[src/rtl/fetch_unit_rv.sv]
// fetch_unit_rv: instruction fetch stage for the RV core.
// Holds the fetch PC, issues sequential word requests to instruction memory
// over a valid/ready handshake, buffers up to two returned instructions for
// decode, and redirects when the resolved next PC differs from PC+4.
//
// Ports:
//   iwClock, iwReset_n        clock (rising edge), async active-low reset
//   owImemReqValid/owImemAddr fetch request toward instruction memory
//   iwImemReqReady            memory accepts the request this cycle
//   iwImemRespValid/Data      in-order instruction responses
//   owInstValid/owInstruction buffer head toward decode
//   owCurrentPc               PC of buffer head (to next-PC logic)
//   iwInstReady               decode consumes the head this cycle
//   iwNextPc                  resolved next PC of the head
//   owMisalignedPc            one-cycle pulse on a misaligned resolved PC
module fetch_unit_rv #(
  parameter logic [31:0] RESET_PC = 32'h0000_0000
) (
  input  logic        iwClock,
  input  logic        iwReset_n,
  output logic        owImemReqValid,
  output logic [31:0] owImemAddr,
  input  logic        iwImemReqReady,
  input  logic        iwImemRespValid,
  input  logic [31:0] iwImemRespData,
  output logic        owInstValid,
  output logic [31:0] owInstruction,
  output logic [31:0] owCurrentPc,
  input  logic        iwInstReady,
  input  logic [31:0] iwNextPc,
  output logic        owMisalignedPc
);

  localparam int unsigned XLEN  = 32;
  localparam int unsigned DEPTH = 2;
  localparam int unsigned CW    = 2;   // holds 0..DEPTH
  localparam int unsigned SW    = 3;   // credit sum width

  // Architectural state
  logic [XLEN-1:0] fetch_pc_q,    fetch_pc_d;
  logic            req_valid_q,   req_valid_d;
  logic [XLEN-1:0] req_addr_q,    req_addr_d;
  logic            req_stale_q,   req_stale_d;
  logic [CW-1:0]   outstanding_q, outstanding_d;
  logic [CW-1:0]   discard_q,     discard_d;
  logic [XLEN-1:0] ob_addr_q [DEPTH];
  logic [XLEN-1:0] ob_addr_d [DEPTH];
  logic [CW-1:0]   count_q,       count_d;
  logic [XLEN-1:0] fifo_pc_q   [DEPTH];
  logic [XLEN-1:0] fifo_pc_d   [DEPTH];
  logic [XLEN-1:0] fifo_inst_q [DEPTH];
  logic [XLEN-1:0] fifo_inst_d [DEPTH];
  logic            inst_valid_q,  inst_valid_d;
  logic            mis_q,         mis_d;

  // Per-cycle events
  logic            accept;
  logic            resp;
  logic            consume;
  logic            redirect;
  logic            drop;
  logic            push;
  logic            pending_after;
  logic [XLEN-1:0] pred_pc;
  logic [XLEN-1:0] target_pc;
  logic [CW-1:0]   ob_after_resp;
  logic [CW-1:0]   cnt_after_pop;

  // Next-state logic
  always_comb begin
    fetch_pc_d    = fetch_pc_q;
    req_valid_d   = req_valid_q;
    req_addr_d    = req_addr_q;
    req_stale_d   = req_stale_q;
    outstanding_d = outstanding_q;
    discard_d     = discard_q;
    ob_addr_d     = ob_addr_q;
    count_d       = count_q;
    fifo_pc_d     = fifo_pc_q;
    fifo_inst_d   = fifo_inst_q;
    inst_valid_d  = inst_valid_q;
    mis_d         = 1'b0;

    accept        = req_valid_q & iwImemReqReady;
    resp          = iwImemRespValid & (outstanding_q != '0);
    consume       = inst_valid_q & iwInstReady;
    pred_pc       = fifo_pc_q[0] + XLEN'(4);
    redirect      = consume & (iwNextPc != pred_pc);
    target_pc     = {iwNextPc[XLEN-1:2], 2'b00};
    drop          = resp & (discard_q != '0);
    push          = resp & ~drop & ~redirect;
    pending_after = req_valid_q & ~accept;

    // In-order address tracker for accepted requests; head = oldest
    if (resp) begin
      ob_addr_d[0] = ob_addr_q[1];
    end
    ob_after_resp = outstanding_q - CW'(resp);
    if (accept) begin
      if (ob_after_resp == '0) begin
        ob_addr_d[0] = req_addr_q;
      end else begin
        ob_addr_d[1] = req_addr_q;
      end
    end
    outstanding_d = ob_after_resp + CW'(accept);

    // Discard budget; a pending request that is not yet accepted is counted too,
    // since it will come back carrying a pre-redirect address
    discard_d = discard_q - CW'(drop);
    if (redirect) begin
      discard_d = outstanding_d + CW'(pending_after);
    end

    // Two-entry buffer: pop shifts entry 1 to head, push lands behind survivors
    cnt_after_pop = count_q - CW'(consume);
    if (consume) begin
      fifo_pc_d[0]   = fifo_pc_q[1];
      fifo_inst_d[0] = fifo_inst_q[1];
    end
    if (push) begin
      if (cnt_after_pop == '0) begin
        fifo_pc_d[0]   = ob_addr_q[0];
        fifo_inst_d[0] = iwImemRespData;
      end else begin
        fifo_pc_d[1]   = ob_addr_q[0];
        fifo_inst_d[1] = iwImemRespData;
      end
    end
    count_d = cnt_after_pop + CW'(push);
    if (redirect) begin
      count_d = '0;
    end
    inst_valid_d = (count_d != '0);

    // Fetch PC only advances for requests on the current path
    if (accept && !req_stale_q) begin
      fetch_pc_d = fetch_pc_q + XLEN'(4);
    end
    if (redirect) begin
      fetch_pc_d = target_pc;
    end

    // Request: hold an unaccepted request; otherwise issue when credit allows
    if (pending_after) begin
      req_valid_d = 1'b1;
      req_addr_d  = req_addr_q;
      req_stale_d = req_stale_q | redirect;
    end else begin
      req_valid_d = ((SW'(count_d) + SW'(outstanding_d)) < SW'(DEPTH));
      req_addr_d  = fetch_pc_d;
      req_stale_d = 1'b0;
    end

    mis_d = consume & (iwNextPc[1:0] != 2'b00);
  end

  // State registers
  always_ff @(posedge iwClock or negedge iwReset_n) begin
    if (!iwReset_n) begin
      fetch_pc_q     <= RESET_PC;
      req_valid_q    <= 1'b0;
      req_addr_q     <= RESET_PC;
      req_stale_q    <= 1'b0;
      outstanding_q  <= '0;
      discard_q      <= '0;
      ob_addr_q[0]   <= '0;
      ob_addr_q[1]   <= '0;
      count_q        <= '0;
      fifo_pc_q[0]   <= RESET_PC;
      fifo_pc_q[1]   <= '0;
      fifo_inst_q[0] <= '0;
      fifo_inst_q[1] <= '0;
      inst_valid_q   <= 1'b0;
      mis_q          <= 1'b0;
    end else begin
      fetch_pc_q     <= fetch_pc_d;
      req_valid_q    <= req_valid_d;
      req_addr_q     <= req_addr_d;
      req_stale_q    <= req_stale_d;
      outstanding_q  <= outstanding_d;
      discard_q      <= discard_d;
      ob_addr_q      <= ob_addr_d;
      count_q        <= count_d;
      fifo_pc_q      <= fifo_pc_d;
      fifo_inst_q    <= fifo_inst_d;
      inst_valid_q   <= inst_valid_d;
      mis_q          <= mis_d;
    end
  end

  assign owImemReqValid = req_valid_q;
  assign owImemAddr     = req_addr_q;
  assign owInstValid    = inst_valid_q;
  assign owInstruction  = fifo_inst_q[0];
  assign owCurrentPc    = fifo_pc_q[0];
  assign owMisalignedPc = mis_q;

endmodule
[config.mk]
export PLATFORM = sky130hd
export DESIGN_NAME = fetch_unit_rv
export DESIGN_NICKNAME = d
export VERILOG_FILES = /design/src/rtl/fetch_unit_rv.sv
export SDC_FILE = /design/constraint.sdc
export NUM_CORES = 1
export LEC_CHECK = 0
export BUFFER_PORTS_ARGS = -buffer_cell sky130_fd_sc_hd__buf_4
export CAP_MARGIN = 0
export CORE_ASPECT_RATIO = 2
export CORE_MARGIN = 1
export CORE_UTILIZATION = 55
export CTS_CLUSTER_SIZE = 40
export DETAILED_ROUTE_END_ITERATION = 8
export GPL_TIMING_DRIVEN = 1
export PLACE_DENSITY = 0.74
export SLEW_MARGIN = 10
export SYNTH_ARGS = -nofsm -noshare
export SYNTH_HDL_FRONTEND = slang
export SYNTH_SLANG_ARGS = --single-unit
[constraint.sdc]
create_clock -name iwClock -period 9.25 [get_ports iwClock]
set_input_delay 0.925 -clock iwClock [delete_from_list [all_inputs] [get_ports iwClock]]
set_output_delay 0.925 -clock iwClock [all_outputs]
set_load 0.01 [all_outputs]
# == After elaboration in Yosys (flattened, before gate mapping) ==
# Index checks and enable logic that the tools add are counted.
# classes
magnitude_cmp,1
eq_ne,1
n_reduce_logical,10
n_addsub,9
n_bitwise,15
muxes,18
# op_table
cell,n
$mux W32,11
$mux W64,3
$add A32 B3 Y32 const B,2
$ne A32 B32 Y1,1
$and A1 B1 Y1,9
$reduce_bool A2 Y1,4
$add A2 B1 Y2,3
$sub A2 B1 Y2,3
$not A1 Y1,5
$logic_not A2 Y1,2
$mux W2,2
$reduce_and A2 Y1,2
$add A2 B2 Y3,1
$lt A3 B2 Y1 const B,1
$mux W1,2
$logic_and A1 B1 Y1,1
$logic_not A1 Y1,1
$or A1 B1 Y1,1
# totals
elab_cells,69
reg_bits,266
inputBits,69

# == Longest topological paths before layout ==
# depth
depth_word,11
depth_mapped,16

# == Worst setup path before layout ==
# Ideal clock, no wire load.
# synth_path
path_type,in2reg
startpoint,input port iwNextPc[13]
endpoint,"register req_valid_q, in the netlist owImemReqValid"
t_required_ns,9.115
stages,15
path_slack_ns,5.072
arrival_time_ns,4.043
setup_ns,0.135
path_cell_list,xor2_1 > a2111oi_0 > o22ai_1 > nor4b_1 > nand3_1 > or4_1 > o21ai_2 > buf_4 > nor2b_1 > ha_1 > xnor2_1 > nand2_1 > fa_1 > nand2_1 > nand2_1
# synth_via
elab_chain_len,9
# synth_lines
element,line,rtl
start: declaration,30,"input logic [31:0] iwNextPc,"
$ne A32 B32 Y1 (*),88,redirect = consume & (iwNextPc != pred_pc);
$and A1 B1 Y1 (*),88,
$not A1 Y1,91,push = resp & ~drop & ~redirect;
$and A1 B1 Y1,91,
$add A2 B1 Y2,130,count_d = cnt_after_pop + CW'(push);
$mux W2 (*),131,if (redirect) begin
$add A2 B2 Y3 (*),150,req_valid_d = ((SW'(count_d) + SW'(outstanding_d)) < SW'(DEPTH));
$lt A3 B2 Y1 (*),150,
$mux W1 (*),145,if (pending_after) begin
named net req_valid_d,41,"logic req_valid_q, req_valid_d;"
end signal: assignment,178,req_valid_q <= req_valid_d;
end: declaration,41,
# Mark *: on every way through the listed nets, which the timed path passes. The rest lies on a longest branch.
# A chain may end at the register's enable or synchronous reset.

==> flow_summary.ini <==
[run_status]
status = complete, no violations

[yosys]
ys_seq_area_frac = 0.469
syn_inst = 1371
synth_warnings = 0
synth-adder-area-share = 0.00847
async_reset_ff_frac = 1.00
synth_edf_count = 0
synthesis.area_sq_mm = 0.0142
synthFlopType = dfrtp_1
synthDistinctLibCells = 60
synth-xor-area-share = 0.0420
syn_avg_cell_area_sq_um = 10.3
ys_ff_latch = 266
syn_nets = 1449
synthMuxAreaShare = 0.180
synth_top_family_by_area = multiplexers
synthSimpleGateAreaFrac = 0.158
synth_compound_area_frac = 0.0680

[layout]
drive_gt1_frac = 0.255
fillers = 2086
nNetsFinal = 1521
insertedDiodeCount = 0
area_growth_pct = 12.2

[setup_path]
required_ns = 9.65
path_common_cell = nor4_1
cp-startpoint = owCurrentPc[2]
path_cells = ha_1 -> xor2_1 -> nor4_1 -> o2111ai_1 -> nor4_1 -> nand4_1 -> or4_1 -> o21ai_4 -> buf_4 -> mux2_2
reg2reg_from = owCurrentPc[2]
crit_type = register to register
slowest_delay_ns = 0.79
critPathSlowestCell = nor4_1
critPathTopFamily = simple AND/OR/NAND/NOR gates
cp_max_fo = 47
cp-endpoint = owCurrentPc[5]
cp.buffers_inverters = 1
crit_cells = 10
worstSetupStartpointType = register
reg2regPathDepth = 10
end_kind = register
arrival_ns = 5.53
r2r_slack_ns = 4.12
r2r-end = owCurrentPc[5]

[global_routing]
overflow = 0
grt_pass1_wl_um = 56800
track_usage = 0.279
antenna_found_initial = 0
grt_max_degree = 115
first_global_vias = 10700

[sta]
layout_min_cycle_time_ns = 5.13
fmax_mhz = 195
finalHoldViolCount = 0
fin_crit_sh = 0.555
rsz0062_at_grt = no
setup_slack_ns = 4.12
fin_worst_skew_ns = 0.0146
drv_slew = 0
relSlewSlack = 0.319
tns_ns = 0
setup_viol = 0
worst_slew_pin_slew_ns = 1.02

[drt]
first_pass_iters = 5
antenna_left = 0
drtIter0Drc = 542
vias_per_cell = 5.81
routed_wl_um = 35800
drc = 0
wl_met1_um = 13100
wl_met3_um = 1520
highest_layer = met4
dr_wl_met2_um = 19600
wire_per_inst_um = 19.9
vias = 10400

[place]
post-dp-hpwl_um = 24900
portBuffers = 167
gp_congestion = 0.931
dp_worst_setup_slack_ns = 3.92

[power]
powerDensity_mw_per_mm2 = 344
leakage_nw = 7.36
peakVddDrop_mv = 0.235

[floorplan]
core-area_sq_mm = 0.0251
die_h_um = 229
start_util = 0.564
num_rows = 82
io_pins = 168
die-area_sq_mm = 0.0265
die_x_um = 116

[clock_network]
cts_root_buf = clkbuf_16
h-tree-depth = 1
postCtsSetupBuffers = 0
post_cts_resized = 0
cts_sinks = 266
clock_latency_ns = 0.53
numCtsBuffers = 25
clock_path_buffers = 3
holdBufCountCts = 0
cts_tree = done
clk_pin_slew_worst_paths_ns = 0.06

[run]
max-cap-violations = 0

[worst_hold_path]
min_path_type = input pin to asynchronous set/reset pin
[worst reg2reg max path, stage by stage (launching register included)]
cell and delay [ns]:
dfrtp_1 0.51, ha_1 0.38, xor2_1 0.17, nor4_1 0.79
o2111ai_1 0.25, nor4_1 0.34, nand4_1 0.12, or4_1 0.71
o21ai_4 0.65, buf_4 0.67, mux2_2 0.44
[state kept, by name, indices dropped and copies added, names as in the netlist]
name and count:
owMisalignedPc 1, discard_q 2, owImemAddr 32, fifo_inst_q 32, req_stale_q 1, fetch_pc_q 32, owImemReqValid 1, ob_addr_q 64
fifo_pc_q 32, owInstruction 32, outstanding_q 2, owCurrentPc 32, count_q 2, owInstValid 1
[through the flow]
step                      power [mW]  std cells  utilization  hold slack (ns)  area (sq um)
after floorplan                 3.80       1371            -            0.454         14200
after global placement          4.38       1752        0.601            0.466         15100
after detailed placement        4.48       1752        0.601            0.476         15100
after CTS                       5.51       1797        0.633            0.491         15900
after global routing            5.83       1797        0.633            0.506         15900
final                           5.48       1797        0.633            0.486         15900
[cells in the mapped netlist, types with 4 or more instances]
cell	instances	area, sq um
nand3_1	41	205
a21oi_1	42	210
and3_1	13	81.3
nand2_1	237	890
ha_1	8	100
and4_1	7	61.3
nor4_1	5	31.3
nand4b_1	6	52.6
o21ai_0	21	105
buf_2	8	40.0
mux2i_1	55	551
a31oi_1	21	131
or4_1	4	30.0
or3b_2	6	52.6
buf_8	12	180
nor2_1	82	308
xor2_1	29	254
and2_1	14	87.6
nor3_1	15	75.1
dfrtp_1	266	6660
a221o_1	11	110
xnor2_1	39	342
or3_1	15	93.8
o211ai_1	21	158
inv_1	30	113
clkbuf_1	48	180
nand4_1	19	119
mux2_1	49	552
buf_4	68	510
mux2_2	129	1450
[power breakdown]
| group | switching [mW] | internal, mW | total (mW) |
|---|---|---|---|
| logic | 1.09 | 1.11 | 2.19 |
| clock network | 0.437 | 0.576 | 1.01 |
| registers | 0.531 | 1.74 | 2.27 |
| total | 2.06 | 3.42 | 5.48 |
[cell usage in the layout (no fill, tap or decap), types with 25 or more instances in the layout]
master and instances:
inv_1 29, nand2_1 236, mux2i_1 55, xnor2_1 39
mux2_1 49, xor2_1 29, dfrtp_1 266, mux2_2 129
nor2_1 82, buf_4 183, nand3_1 40, a21oi_1 41
clkbuf_16 25
[per-layer routing]
metal / global-route usage / vias up
met4: 0.132 / 0
met3: 0.0315 / 84
met1: 0.308 / 5233
li1: - / 4816
met2: 0.518 / 307
met5: 0 / -
[kinds of logic (layout without fill, tap and decap cells)]
group / Yosys count / count (layout)
multiplexers: 233 / 233
adder cells (fa/ha/maj): 9 / 9
flip-flops: 266 / 266
buffers and inverters: 170 / 260
AO/OA/AOI/OAI: 144 / 144
AND/OR/NAND/NOR: 481 / 481
XOR/XNOR: 68 / 68
[how the worst min path moves through the flow]
| stage | from | end | cells past startpoint | slack (ns) |
|---|---|---|---|---|
| final | iwReset_n | owInstValid | 1 | 0.49 |
| after global routing | fifo_pc_q[16] | fifo_pc_q[16] | 1 | 0.51 |
| after CTS | fifo_inst_q[18] | fifo_inst_q[18] | 1 | 0.49 |
| after detailed placement | fifo_pc_q[16] | fifo_pc_q[16] | 1 | 0.48 |
| after global placement | fifo_inst_q[23] | fifo_inst_q[23] | 1 | 0.47 |
| after floorplan | fetch_pc_q[0] | fetch_pc_q[0] | 1 | 0.45 |
[layout make-up]
| class | instances | area [sq um] | share of cell area |
|---|---|---|---|
| Clock inverter | 8 | 76.3 | 0.00480 |
| Tap cell | 336 | 420 | 0.0264 |
| Clock buffer | 37 | 731 | 0.0459 |
| Sequential cell | 266 | 6660 | 0.418 |
| Multi-Input combinational cell | 935 | 6520 | 0.410 |
| Timing Repair Buffer | 184 | 1390 | 0.0873 |
| Inverter | 31 | 118 | 0.00739 |
(Power assumes the default switching activity.)
